==> src/rtl/cla_pkg.sv <==
// Shared constants and stage record for the pipelined carry-lookahead adder.
// Optional saturation is enabled with the CLA_PIPE_SAT_EN macro.
package cla_pkg;

    localparam int CLA_WIDTH_DEF = 32;
    localparam int CLA_SEG_DEF   = 8;
    localparam int CLA_SEG_MIN   = 4;
    localparam int CLA_SEG_MAX   = 16;
    localparam int CLA_WIDTH_MAX = 64;

    // One pipeline slot: resolved low bits in psum, operands travel whole
    typedef struct packed {
        logic                     valid;
        logic [CLA_WIDTH_MAX-1:0] psum;
        logic                     carry;
        logic                     ovf;
        logic [CLA_WIDTH_MAX-1:0] a;
        logic [CLA_WIDTH_MAX-1:0] b;
        logic                     sub;
        logic                     sat;
    } cla_stage_t;

    function automatic bit cla_cfg_ok(input int w, input int s);
        return (s >= CLA_SEG_MIN) && (s <= CLA_SEG_MAX) &&
               (w > 0) && (w <= CLA_WIDTH_MAX) && ((w % s) == 0);
    endfunction

endpackage

==> src/rtl/cla_seg.sv <==
// Combinational SEG-bit carry-lookahead slice.
// Exposes the carry into the top bit so the caller can form overflow.
module cla_seg #(
    parameter int SEG = 8
) (
    input  logic [SEG-1:0] a,
    input  logic [SEG-1:0] b,
    input  logic           ci,
    output logic [SEG-1:0] s,
    output logic           co,
    output logic           c_msb
);

    logic [SEG-1:0] p;
    logic [SEG-1:0] g;
    logic [SEG:0]   c;

    assign p = a ^ b;
    assign g = a & b;

    // Each carry is a flat sum of generate terms, no ripple chain
    always_comb begin
        logic t;
        logic gp;
        c    = '0;
        c[0] = ci;
        for (int i = 0; i < SEG; i++) begin
            t = ci;
            for (int j = 0; j <= i; j++) begin
                t = t & p[j];
            end
            for (int j = 0; j <= i; j++) begin
                gp = g[j];
                for (int m = j + 1; m <= i; m++) begin
                    gp = gp & p[m];
                end
                t = t | gp;
            end
            c[i+1] = t;
        end
    end

    assign s     = p ^ c[SEG-1:0];
    assign co    = c[SEG];
    assign c_msb = c[SEG-1];

endmodule

==> src/rtl/cla_pipe_adder.sv <==
// Pipelined add/sub: one SEG-bit lookahead slice per stage, valid/ready flow.
// Define CLA_PIPE_SAT_EN to add the sat input and saturating results.
module cla_pipe_adder
    import cla_pkg::*;
#(
    parameter int WIDTH = CLA_WIDTH_DEF,
    parameter int SEG   = CLA_SEG_DEF
) (
    input  logic             clk,
    input  logic             rst_n,
    input  logic             in_valid,
    output logic             in_ready,
    input  logic [WIDTH-1:0] a,
    input  logic [WIDTH-1:0] b,
    input  logic             cin,
    input  logic             sub,
`ifdef CLA_PIPE_SAT_EN
    input  logic             sat,
`endif
    output logic             out_valid,
    input  logic             out_ready,
    output logic [WIDTH-1:0] sum,
    output logic             cout,
    output logic             ovf
);

    localparam int STAGES = WIDTH / SEG;

    if (!cla_cfg_ok(WIDTH, SEG)) begin : g_cfg_err
        $error("cla_pipe_adder: illegal WIDTH/SEG combination");
    end

`ifdef CLA_PIPE_SAT_EN
    localparam logic [WIDTH-1:0] SAT_MAX = {1'b0, {(WIDTH-1){1'b1}}};
    localparam logic [WIDTH-1:0] SAT_MIN = ~SAT_MAX;
`endif

    logic       adv;
    logic       sat_w;
    cla_stage_t head;

`ifdef CLA_PIPE_SAT_EN
    assign sat_w = sat;
`else
    assign sat_w = 1'b0;
`endif

    // Whole pipe moves together whenever the output slot can be vacated
    assign adv      = !out_valid || out_ready;
    assign in_ready = adv;

    // Build the entering record; sub forces carry-in 1 and ignores cin
    always_comb begin
        head                = '0;
        head.valid          = in_valid;
        head.a[WIDTH-1:0]   = a;
        head.b[WIDTH-1:0]   = b;
        head.sub            = sub;
        head.sat            = sat_w;
        head.carry          = sub | cin;
    end

    for (genvar k = 0; k < STAGES; k++) begin : g_st
        cla_stage_t     prv;
        cla_stage_t     st_d;
        cla_stage_t     st_q;
        logic [SEG-1:0] seg_a;
        logic [SEG-1:0] seg_b;
        logic [SEG-1:0] seg_s;
        logic           seg_co;
        logic           seg_cm;

        if (k == 0) begin : g_head
            assign prv = head;
        end else begin : g_link
            assign prv = g_st[k-1].st_q;
        end

        assign seg_a = prv.a[k*SEG +: SEG];
        assign seg_b = prv.b[k*SEG +: SEG] ^ {SEG{prv.sub}};

        cla_seg #(
            .SEG   (SEG)
        ) u_seg (
            .a     (seg_a),
            .b     (seg_b),
            .ci    (prv.carry),
            .s     (seg_s),
            .co    (seg_co),
            .c_msb (seg_cm)
        );

        // Resolve this slice and hand its carry to the next stage
        always_comb begin
            st_d                     = prv;
            st_d.psum[k*SEG +: SEG]  = seg_s;
            st_d.carry               = seg_co;
            st_d.ovf                 = seg_co ^ seg_cm;
`ifdef CLA_PIPE_SAT_EN
            // Sign of a picks the rail: a >= 0 can only overflow upward
            if ((k == STAGES - 1) && prv.sat && (seg_co ^ seg_cm)) begin
                st_d.psum[WIDTH-1:0] = prv.a[WIDTH-1] ? SAT_MIN : SAT_MAX;
            end
`endif
        end

        // Stage register: cleared on reset, frozen while output stalls
        always_ff @(posedge clk or negedge rst_n) begin
            if (!rst_n) begin
                st_q <= '0;
            end else if (adv) begin
                st_q <= st_d;
            end
        end
    end

    assign out_valid = g_st[STAGES-1].st_q.valid;
    assign sum       = g_st[STAGES-1].st_q.psum[WIDTH-1:0];
    assign cout      = g_st[STAGES-1].st_q.carry;
    assign ovf       = g_st[STAGES-1].st_q.ovf;

endmodule

==> config.mk <==
export PLATFORM = sky130hd
export DESIGN_NAME = cla_pipe_adder
export DESIGN_NICKNAME = d
export VERILOG_FILES = /design/src/rtl/cla_pkg.sv /design/src/rtl/cla_seg.sv /design/src/rtl/cla_pipe_adder.sv
export SDC_FILE = /design/constraint.sdc
export NUM_CORES = 1
export LEC_CHECK = 0
export BUFFER_PORTS_ARGS = -buffer_cell sky130_fd_sc_hd__buf_2
export CAP_MARGIN = 10
export CORE_UTILIZATION = 34
export CTS_CLUSTER_DIAMETER = 40
export CTS_CLUSTER_SIZE = 14
export DETAILED_ROUTE_END_ITERATION = 7
export GPL_ROUTABILITY_DRIVEN = 0
export PLACE_DENSITY = 0.52
export SLEW_MARGIN = 0
export SYNTH_ARGS = -nofsm -noshare
export SYNTH_HDL_FRONTEND = slang
export SYNTH_SLANG_ARGS = --single-unit
==> constraint.sdc <==
create_clock -name clk -period 2.8 [get_ports clk]
set_input_delay 0.56 -clock clk [delete_from_list [all_inputs] [get_ports clk]]
set_output_delay 0.56 -clock clk [all_outputs]
set_load 0.005 [all_outputs]
==> results of run 1 <==
==> cell usage in the layout (no fill, tap or decap), types with 2 or more instances in the layout <==
cell type and n:
sky130_fd_sc_hd__nand2_1 458, sky130_fd_sc_hd__dfrtp_1 188, sky130_fd_sc_hd__buf_2 104, sky130_fd_sc_hd__xor2_1 42, sky130_fd_sc_hd__ha_1 36, sky130_fd_sc_hd__a21oi_1 27
sky130_fd_sc_hd__nor2_1 27, sky130_fd_sc_hd__inv_1 17, sky130_fd_sc_hd__clkbuf_16 17, sky130_fd_sc_hd__o21ai_0 14, sky130_fd_sc_hd__a21o_1 11, sky130_fd_sc_hd__xnor2_1 11
sky130_fd_sc_hd__nor3_1 9, sky130_fd_sc_hd__buf_4 9, sky130_fd_sc_hd__a211oi_1 7, sky130_fd_sc_hd__inv_6 6, sky130_fd_sc_hd__o31ai_1 6, sky130_fd_sc_hd__nand2b_1 5
sky130_fd_sc_hd__buf_12 5, sky130_fd_sc_hd__fa_1 4, sky130_fd_sc_hd__inv_8 4, sky130_fd_sc_hd__a31o_2 3, sky130_fd_sc_hd__and3_1 2, sky130_fd_sc_hd__a2111oi_2 2
sky130_fd_sc_hd__clkinv_2 2, sky130_fd_sc_hd__bufinv_16 2
==> per-layer routing <==
layer	global-route usage (%)	vias to the layer above
li1	-	3109
met1	22.0	2660
met2	20.5	85
met3	3.15	5
met4	3.93	0
met5	0	-
==> cells by family (layout without fill, tap and decap cells) <==
| group | Yosys count | in the layout | share of synthesized area [%] |
|---|---|---|---|
| adder cells (fa/ha/maj) | 40 | 40 | 6.31 |
| AND/OR/NAND/NOR | 505 | 505 | 23.0 |
| AO/OA/AOI/OAI | 79 | 79 | 6.33 |
| XOR/XNOR | 53 | 53 | 5.52 |
| buffers and inverters | 63 | 169 | 2.81 |
| flip-flops | 188 | 188 | 56.0 |
==> registers in the layout (all words and copies together), names as in the netlist <==
register,count
out_valid,1
cout,1
sum,32
g_st.st_q,153
ovf,1
==> power groups by stage <==
stage	registers, mW	clock network, mW	logic, mW
after global routing	4.79	2.67	5.59
after CTS	4.64	2.57	4.89
after detailed placement	4.69	0	4.86
after floorplan	4.50	0	3.63
final	4.62	2.48	4.78
after global placement	4.65	0	4.81
==> through the flow <==
step / total power [mW] / instances
floorplan: 8.13 / 928
global placement: 9.47 / 1326
detailed placement: 9.54 / 1326
CTS: 12.1 / 1358
global route: 13.1 / 1358
finish: 11.9 / 1358
==> worst paths after layout <==
| check | from | to | slack [ps] | cells past startpoint |
|---|---|---|---|---|
| max reg2reg | g_st[0].st_q[1]$_DFFE_PN0P_ | g_st[1].st_q[131]$_DFFE_PN0P_ | 330 | 8 |
| min | rst_n | sum[9]$_DFFE_PN0P_ | 100 | 1 |
| max in group asynchronous | rst_n | g_st[0].st_q[30]$_DFFE_PN0P_ | 1920 | 2 |
| max | g_st[0].st_q[1]$_DFFE_PN0P_ | g_st[1].st_q[131]$_DFFE_PN0P_ | 330 | 8 |
| min reg2reg | sum[5]$_DFFE_PN0P_ | sum[5]$_DFFE_PN0P_ | 460 | 2 |
| min in group clk | a[9] | g_st[0].st_q[75]$_DFFE_PN0P_ | 320 | 3 |
==> layout make-up <==
type                            count  area share, %
Sequential cell                   188           47.3
Multi-Input combinational cell    677           34.8
Timing Repair Buffer              119           7.05
Clock buffer                       17           4.27
Tap cell                          324           4.07
Clock inverter                     15           1.76
Inverter                           18          0.729
==> results.txt, run 1 <==
The biggest area consumer among synthesized cells is sky130_fd_sc_hd__dfrtp_1. For this configuration, the core starts out at a cell density of 34.6%. For this design, the CTS-stage hold fixing added 0 buffers. The repair_antennas step left the layout with diodes totalling 0. The clock period minus worst slack is 2470 ps, and the part of the total power dissipated in combinational logic is 40.2%. The first global-routing pass estimated 29,600 um of wire. The clock network is responsible for 20.9% of the overall power. The maximum fanout count along the critical path is 10. The most repeated cell in the gate-level netlist after synthesis was sky130_fd_sc_hd__nand2_1.

The routed wire length is 17,000 um, and the area growth from synthesis to final layout is 18.5%. The number of buffers created by CTS is 17, and the count of final max-slew check failures is 0. The full die area was 0.0253 mm^2. The flip-flop cell with the highest count after synthesis is sky130_fd_sc_hd__dfrtp_1. Met3 wirelength from detailed routing: 463 um. In this run the top signal layer used is met4.

Cell internal power was estimated by the tool at 7.38 mW. The number of register bits inferred by synthesis was 188; the sequential cell area was 0.00470 mm^2. For the final routed database, the setup TNS stands at 0 ps. The worst setup path is captured at a register. The TritonCTS sink count is 188. The min-delay analysis places its worst path in the category in -> async.

Wire segments on met2 add up to 7200 um in the final route. The core region is 0.0242 mm^2. The average cell area after synthesis was 9.05 um^2.

Fill cells in the final layout number 2,462. In the final routed layout, each cell accounts on average for 12.5 um. The final route contains 5,859 vias. Grouping stages by cell kind, the critical path spends the most delay in compound AO/OA/AOI/OAI gates. Static timing analysis puts the maximum clock frequency at 405 MHz. Together, buffers and inverters on the worst path number 0.

At the worst endpoint, the arrival time is 2770 ps. Total DRC errors in the routed layout: 0. STA classifies the critical path startpoint as a register. The leakage power total came out at 5.28 nW. The run gives 0.00347 mm^2 as the area of combinational cells with multiple inputs.

Dividing the detail-routed via count by the number of cells gives 4.31. Setup violations remaining at the end of the flow were counted as 0. For the pin with the worst max-slew slack, the measured transition is 564 ps.

The run gives 41.0% as the utilization after layout. For the worst-skew pair, the clock arrives at the later sink with an insertion delay of 430 ps. The portion of the clock cycle consumed by the worst path in the final layout was 88.1%; the number of synthesized flops with an enable pin was 0.

Across the run, the number of max-cap violations was 0. With fillers left out, the area of the finished cells amounts to 0.00995 mm^2. The total global-route track usage was 14.5%; the power per standard cell area was 1190 mW/mm^2. Yosys printed 0 warnings.

The final setup slack of the worst path is 333 ps, and the area fraction of the dominant cell type after synthesis is 56.0%. The mapped netlist covers 0.00840 mm^2. The detailed router finished its first iteration with 321 violations.

Cell seen most often among critical-path stages: sky130_fd_sc_hd__ha_1. TritonCTS built the clock tree. The count of port buffers added during placement came out at 105. Of all flip-flops after synthesis, the portion carrying an async set or reset was 100%. Summed over all nets, the switching power comes to 4.49 mW. The critical path goes through xor2_1, ha_1, ha_1, o21ai_0, a2111oi_2, a31o_2, a211oi_1, a21oi_1. Once detail routing completed, the nets flagged for antenna violations numbered 0. The worst pin sits at a relative slew slack of 62.4%. STA puts the critical path data required time at 3100 ps.

The tools report the sequential share of power as 38.9%. Measured along the x axis, the die boundary spans 159 um. Setup repair after global routing left no endpoint under its margin. The maximum clock insertion buffer count is 2. For this design, the slowest cell found on the critical path is sky130_fd_sc_hd__dfrtp_1. After synthesis, the cell types taking the most area are sky130_fd_sc_hd__dfrtp_1 (56%), sky130_fd_sc_hd__nand2_1 (20%), sky130_fd_sc_hd__ha_1 (5.4%), sky130_fd_sc_hd__xor2_1 (4.4%), sky130_fd_sc_hd__clkbuf_1 (1.8%). Of the total power, the share spent switching nets is 37.8%. The total overflow left after global routing is 0. The area of placed instances came out at 0.00935 mm^2.

By count the netlist is led by sky130_fd_sc_hd__nand2_1 (458), sky130_fd_sc_hd__dfrtp_1 (188), sky130_fd_sc_hd__xor2_1 (42), sky130_fd_sc_hd__clkbuf_1 (40), sky130_fd_sc_hd__ha_1 (36). The tools report the count of pins on the block boundary as 106. Final hold analysis gives a worst-case slack of 101 ps. The maximum number of pins on one net before global-route repair came out at 84.

In this design, the stage delay of the slowest critical-path cell is 600 ps. The initial antenna violation count is 0, and the share of post-route cells with drive strength above 1 is 15.5%. The logs give 9210 um for the wire length on met1 and 1,131 for the total number of nets in the final design.

After floorplanning, the core was divided into 57 placement rows. The post-synthesis sequential area ratio is 56.0%, and the worst vdd rail ir drop is 0.000427 V. The tools report the post-CTS resize count as 0. The clock transition at the registers of the reported paths was 80 ps. The flow ran to the end, and the final reports show no timing, DRC or antenna violations.

The number of global-route vias before repair is 5,786. After technology mapping, the gate count stands at 928. The pre-antenna-repair detailed-routing pass consisted of 5 iterations. Yosys mapped the design onto 33 distinct sky130hd cell types. The worst slack at placement came out at 221 ps.

The worst setup path is of the reg -> reg kind. Clock root buffer master: sky130_fd_sc_hd__clkbuf_16. The synthesized netlist net count is 1,038, and the die span in y is 159 um. The H-tree was split into 4 levels. Post-CTS timing repair inserted 0 buffers for setup.

The number of hold-slack violations in the final timing report came out at 0. The clock skew after layout is 12.6 ps. The HPWL after detailed placement is 11,600 um.
(Power assumes the default switching activity.)
==> run 2: changes to the inputs <==
==> constraint.sdc (replaced) <==
create_clock -name clk -period 2.8 [get_ports clk]
set_input_delay 0.14 -clock clk [delete_from_list [all_inputs] [get_ports clk]]
set_output_delay 0.14 -clock clk [all_outputs]
set_load 0.005 [all_outputs]
==> run 2 against run 1 <==
Clock skew shrank 0.96 ps. Count of clock-buffer cells in the layout grew 2. Sequential power is essentially flat. Maximum frequency grew 1.1%. Total power shrank 0.35%. Wire length is essentially flat. Via count grew 4.1%. Sequential cell count is the same. Final area grew 4.5%. Largest power group unchanged. Highest routed layer unchanged.
==> results.txt, run 2 (synthesis results as in run 1) <==
The total net switching power was 4.47 mW (-0.51%). The timing startpoint of the critical path is g_st[1].st_q[1]$_DFFE_PN0P_. The first-pass iteration count of the detailed router came out at 6 (+1).

For the number of antenna-violating nets in the routed design, the log shows 0 (unchanged). Global-route wire length before repair: 29,400 um (-0.86%). The full die area was 0.0253 mm^2 (unchanged).

The tools report the origin of the critical flop-to-flop path as g_st[1].st_q[1]$_DFFE_PN0P_. The run gives 0 (unchanged) as the initial antenna violation count. The startpoint identified for the worst hold timing path is sub. The clock skew after layout was 11.6 ps (-0.961 ps); the total number of nets in the final design was 1,177 (+4.1%). The later-pin clock latency in the skew report is 440 ps (about the same). The total power draw is 11.8 mW (-0.35%), and the accumulated negative setup slack is 0 ps (unchanged). Final setup slack of the worst path: 359 ps (+25.9 ps). The run gives 34.6% (unchanged) as the initial cell density of the core.

g_st.st_q holds more flip-flops than any other register. The die span in y works out to 159 um (unchanged). The maximum clock insertion buffer count is 2 (unchanged). The aggregate global routing overflow was 0 (unchanged); the power per standard cell area was 1140 mW/mm^2 (-4.7%). The area of combinational cells with multiple inputs was 0.00347 mm^2 (unchanged); the maximum number of pins on one net before global-route repair was 141 (+68%).

The average via count per standard cell works out to 4.34 (+0.65%). The clock transition at the registers of the reported paths is 80 ps (about the same). The endpoint arrival time on the critical path is 2740 ps (-30 ps), and the routed wire length is 17,000 um (about the same).

The placeable core region is 0.0242 mm^2 (unchanged). The run finished with clean final reports. The maximum clock rate was 410 MHz (+1.1%); the area of placed instances was 0.00929 mm^2 (-0.67%). The level count of the clock H-tree was 4 (unchanged).

The worst min-delay path category was in -> reg. The count of pins on the block boundary is 106 (unchanged). The half-perimeter wire length after placement is 11,100 um (-4.7%), and the count of port buffers added during placement is 105 (unchanged).

The tools report the relative slew slack as 52.6% (-9.7 points). The area of all placed cells without fillers is 0.0104 mm^2 (+4.5%). Total DRC errors in the routed layout: 0 (unchanged). For the number of buffers created by CTS, the log shows 17 (unchanged).

The count of final max-slew check failures is 0 (unchanged). STA classifies the critical path endpoint as a register. The clock period minus worst slack works out to 2440 ps (-25.9 ps).

The tools report the worst endpoint required time as 3100 ps (about the same). Share of total power consumed by net switching: 37.7% (-0.060 points). Area growth from synthesis to final layout: 23.8%.

The clock root buffer master is sky130_fd_sc_hd__clkbuf_16. The number of flip-flops in the largest register came out at 153 (unchanged). Most common library cell in the layout ignoring fill and taps: sky130_fd_sc_hd__nand2_1. The library cells used most frequently in the layout, excluding fill and tap cells, are sky130_fd_sc_hd__nand2_1 (458), sky130_fd_sc_hd__dfrtp_1 (188), sky130_fd_sc_hd__buf_2 (104), sky130_fd_sc_hd__dlygate4sd3_1 (51), sky130_fd_sc_hd__xor2_1 (42). The mean routed wirelength per cell was 12.1 um (-3.3%). The total global-route track usage came out at 14.3% (-0.14 points). For the via count, the log shows 6,097 (+4.1%). The logs give 42.9% (+1.9 points) for the utilization after layout and 57 (unchanged) for the number of placement rows. Starting DRC count in detailed routing: 395 (+23%). The run gives 7.36 mW (-0.25%) as the internal power.

For the non-filler instance count after layout, the log shows 1,404 (+3.4%). TritonCTS built the clock tree. Share of post-route cells with drive strength above 1: 14.4% (-1.1 points). The run gives 0.00470 mm^2 (unchanged) as the sequential cell area. Setup repair after global routing left no endpoint under its margin. The leakage power total was 5.46 nW (+3.3%); the worst slack at placement was 347 ps (+127 ps).

The portion of the clock cycle consumed by the worst path in the final layout was 87.2% (-0.92 points). The critical path start-end classification was reg -> reg. The number of global-route vias before repair came out at 5,947 (+2.8%). The run gives 20.8% (about the same) as the share of power burned in the clock network. For the final count of negative-setup-slack endpoints, the log shows 0 (unchanged). The tools report the sequential share of power as 39.2% (+0.3 points). For the TritonCTS sink count, the log shows 188 (unchanged).

The maximum fanout count along the critical path is 10 (unchanged). The pin slew with the least headroom to its limit is 711 ps (+146 ps). The number of inserted diodes was 0 (unchanged); the count of filler cells inserted in the layout was 2,507 (+1.8%). The worst vdd rail ir drop was 0.000385 V (-9.9%). The run gives 0 (unchanged) as the max-capacitance violation count. STA classifies the critical path startpoint as a register.

Total placed cells including tap cells: 1,321 (-0.38%). The part of the total power dissipated in combinational logic is 40.0% (-0.2 points), and the post-CTS setup repair buffer count is 0 (unchanged). The final hold slack was 82.2 ps (-18.5 ps); the number of hold-slack violations in the final timing report was 0 (unchanged). Horizontal die dimension: 159 um (unchanged).
[run 2: cell count changes in the layout (fill, tap and decap cells not counted), sizes merged]
| cell | previous run | this run |
|---|---|---|
| dlygate4sd3 | 0 | 51 |
| buf | 118 | 113 |
| inv | 27 | 25 |
| clkinvlp | 1 | 2 |
| bufinv | 2 | 1 |
| clkbuf | 18 | 20 |
[run 2: metal layers]
| layer | vias to the layer above | track usage, % | wire length (um) |
|---|---|---|---|
| met1 | 2789 | 21.7 | 9390 |
| met2 | 81 | 20.1 | 7020 |
| li1 | 3213 | - | - |
| met4 | 0 | 5.11 | 167 |
| met3 | 14 | 2.97 | 412 |
| met5 | - | 0 | 0 |
[run 2: layout make-up]
type / count / area share, %
Sequential cell: 188 / 45.2
Timing Repair Buffer: 165 / 11.1
Multi-Input combinational cell: 677 / 33.3
Tap cell: 324 / 3.90
Inverter: 18 / 0.698
Clock inverter: 13 / 1.44
Clock buffer: 19 / 4.35
[run 2: critical path, stage by stage (launching register included)]
cell and delay (ps):
sky130_fd_sc_hd__dfrtp_1 610, sky130_fd_sc_hd__xor2_1 240, sky130_fd_sc_hd__ha_1 270, sky130_fd_sc_hd__ha_1 200, sky130_fd_sc_hd__o21ai_1 260, sky130_fd_sc_hd__a2111oi_4 140, sky130_fd_sc_hd__a31o_2 290, sky130_fd_sc_hd__a211oi_1 250
sky130_fd_sc_hd__a21oi_1 60
[run 2: path summary, 6_finish.rpt]
path | end | slack (ps) | depth (start not counted)
setup / recovery | g_st[2].st_q[131]$_DFFE_PN0P_ | 360 | 8
hold / removal | g_st[0].st_q[1]$_DFFE_PN0P_ | 80 | 3
setup reg to reg | g_st[2].st_q[131]$_DFFE_PN0P_ | 360 | 8
hold reg to reg | g_st[2].st_q[196]$_DFFE_PN0P_ | 460 | 2
max in group asynchronous | g_st[1].st_q[95]$_DFFE_PN0P_ | 1580 | 3
min in group asynchronous | g_st[0].st_q[138]$_DFFE_PN0P_ | 280 | 2
[run 2: power groups by stage]
| stage | registers [mW] | clock network [mW] | logic (mW) |
|---|---|---|---|
| 2_1_floorplan | 4.50 | 0 | 3.63 |
| 3_3_place_gp | 4.67 | 0 | 4.71 |
| 3_5_place_dp | 4.71 | 0 | 4.77 |
| 4_1_cts | 4.66 | 2.53 | 4.84 |
| 5_1_grt | 4.81 | 2.63 | 5.54 |
| 6_report | 4.64 | 2.46 | 4.74 |
[run 2: what timing repair did]
item,in CTS,in global routing
resized for setup,0,0
hold buffers,51,0
hold endpoints to repair,130,0
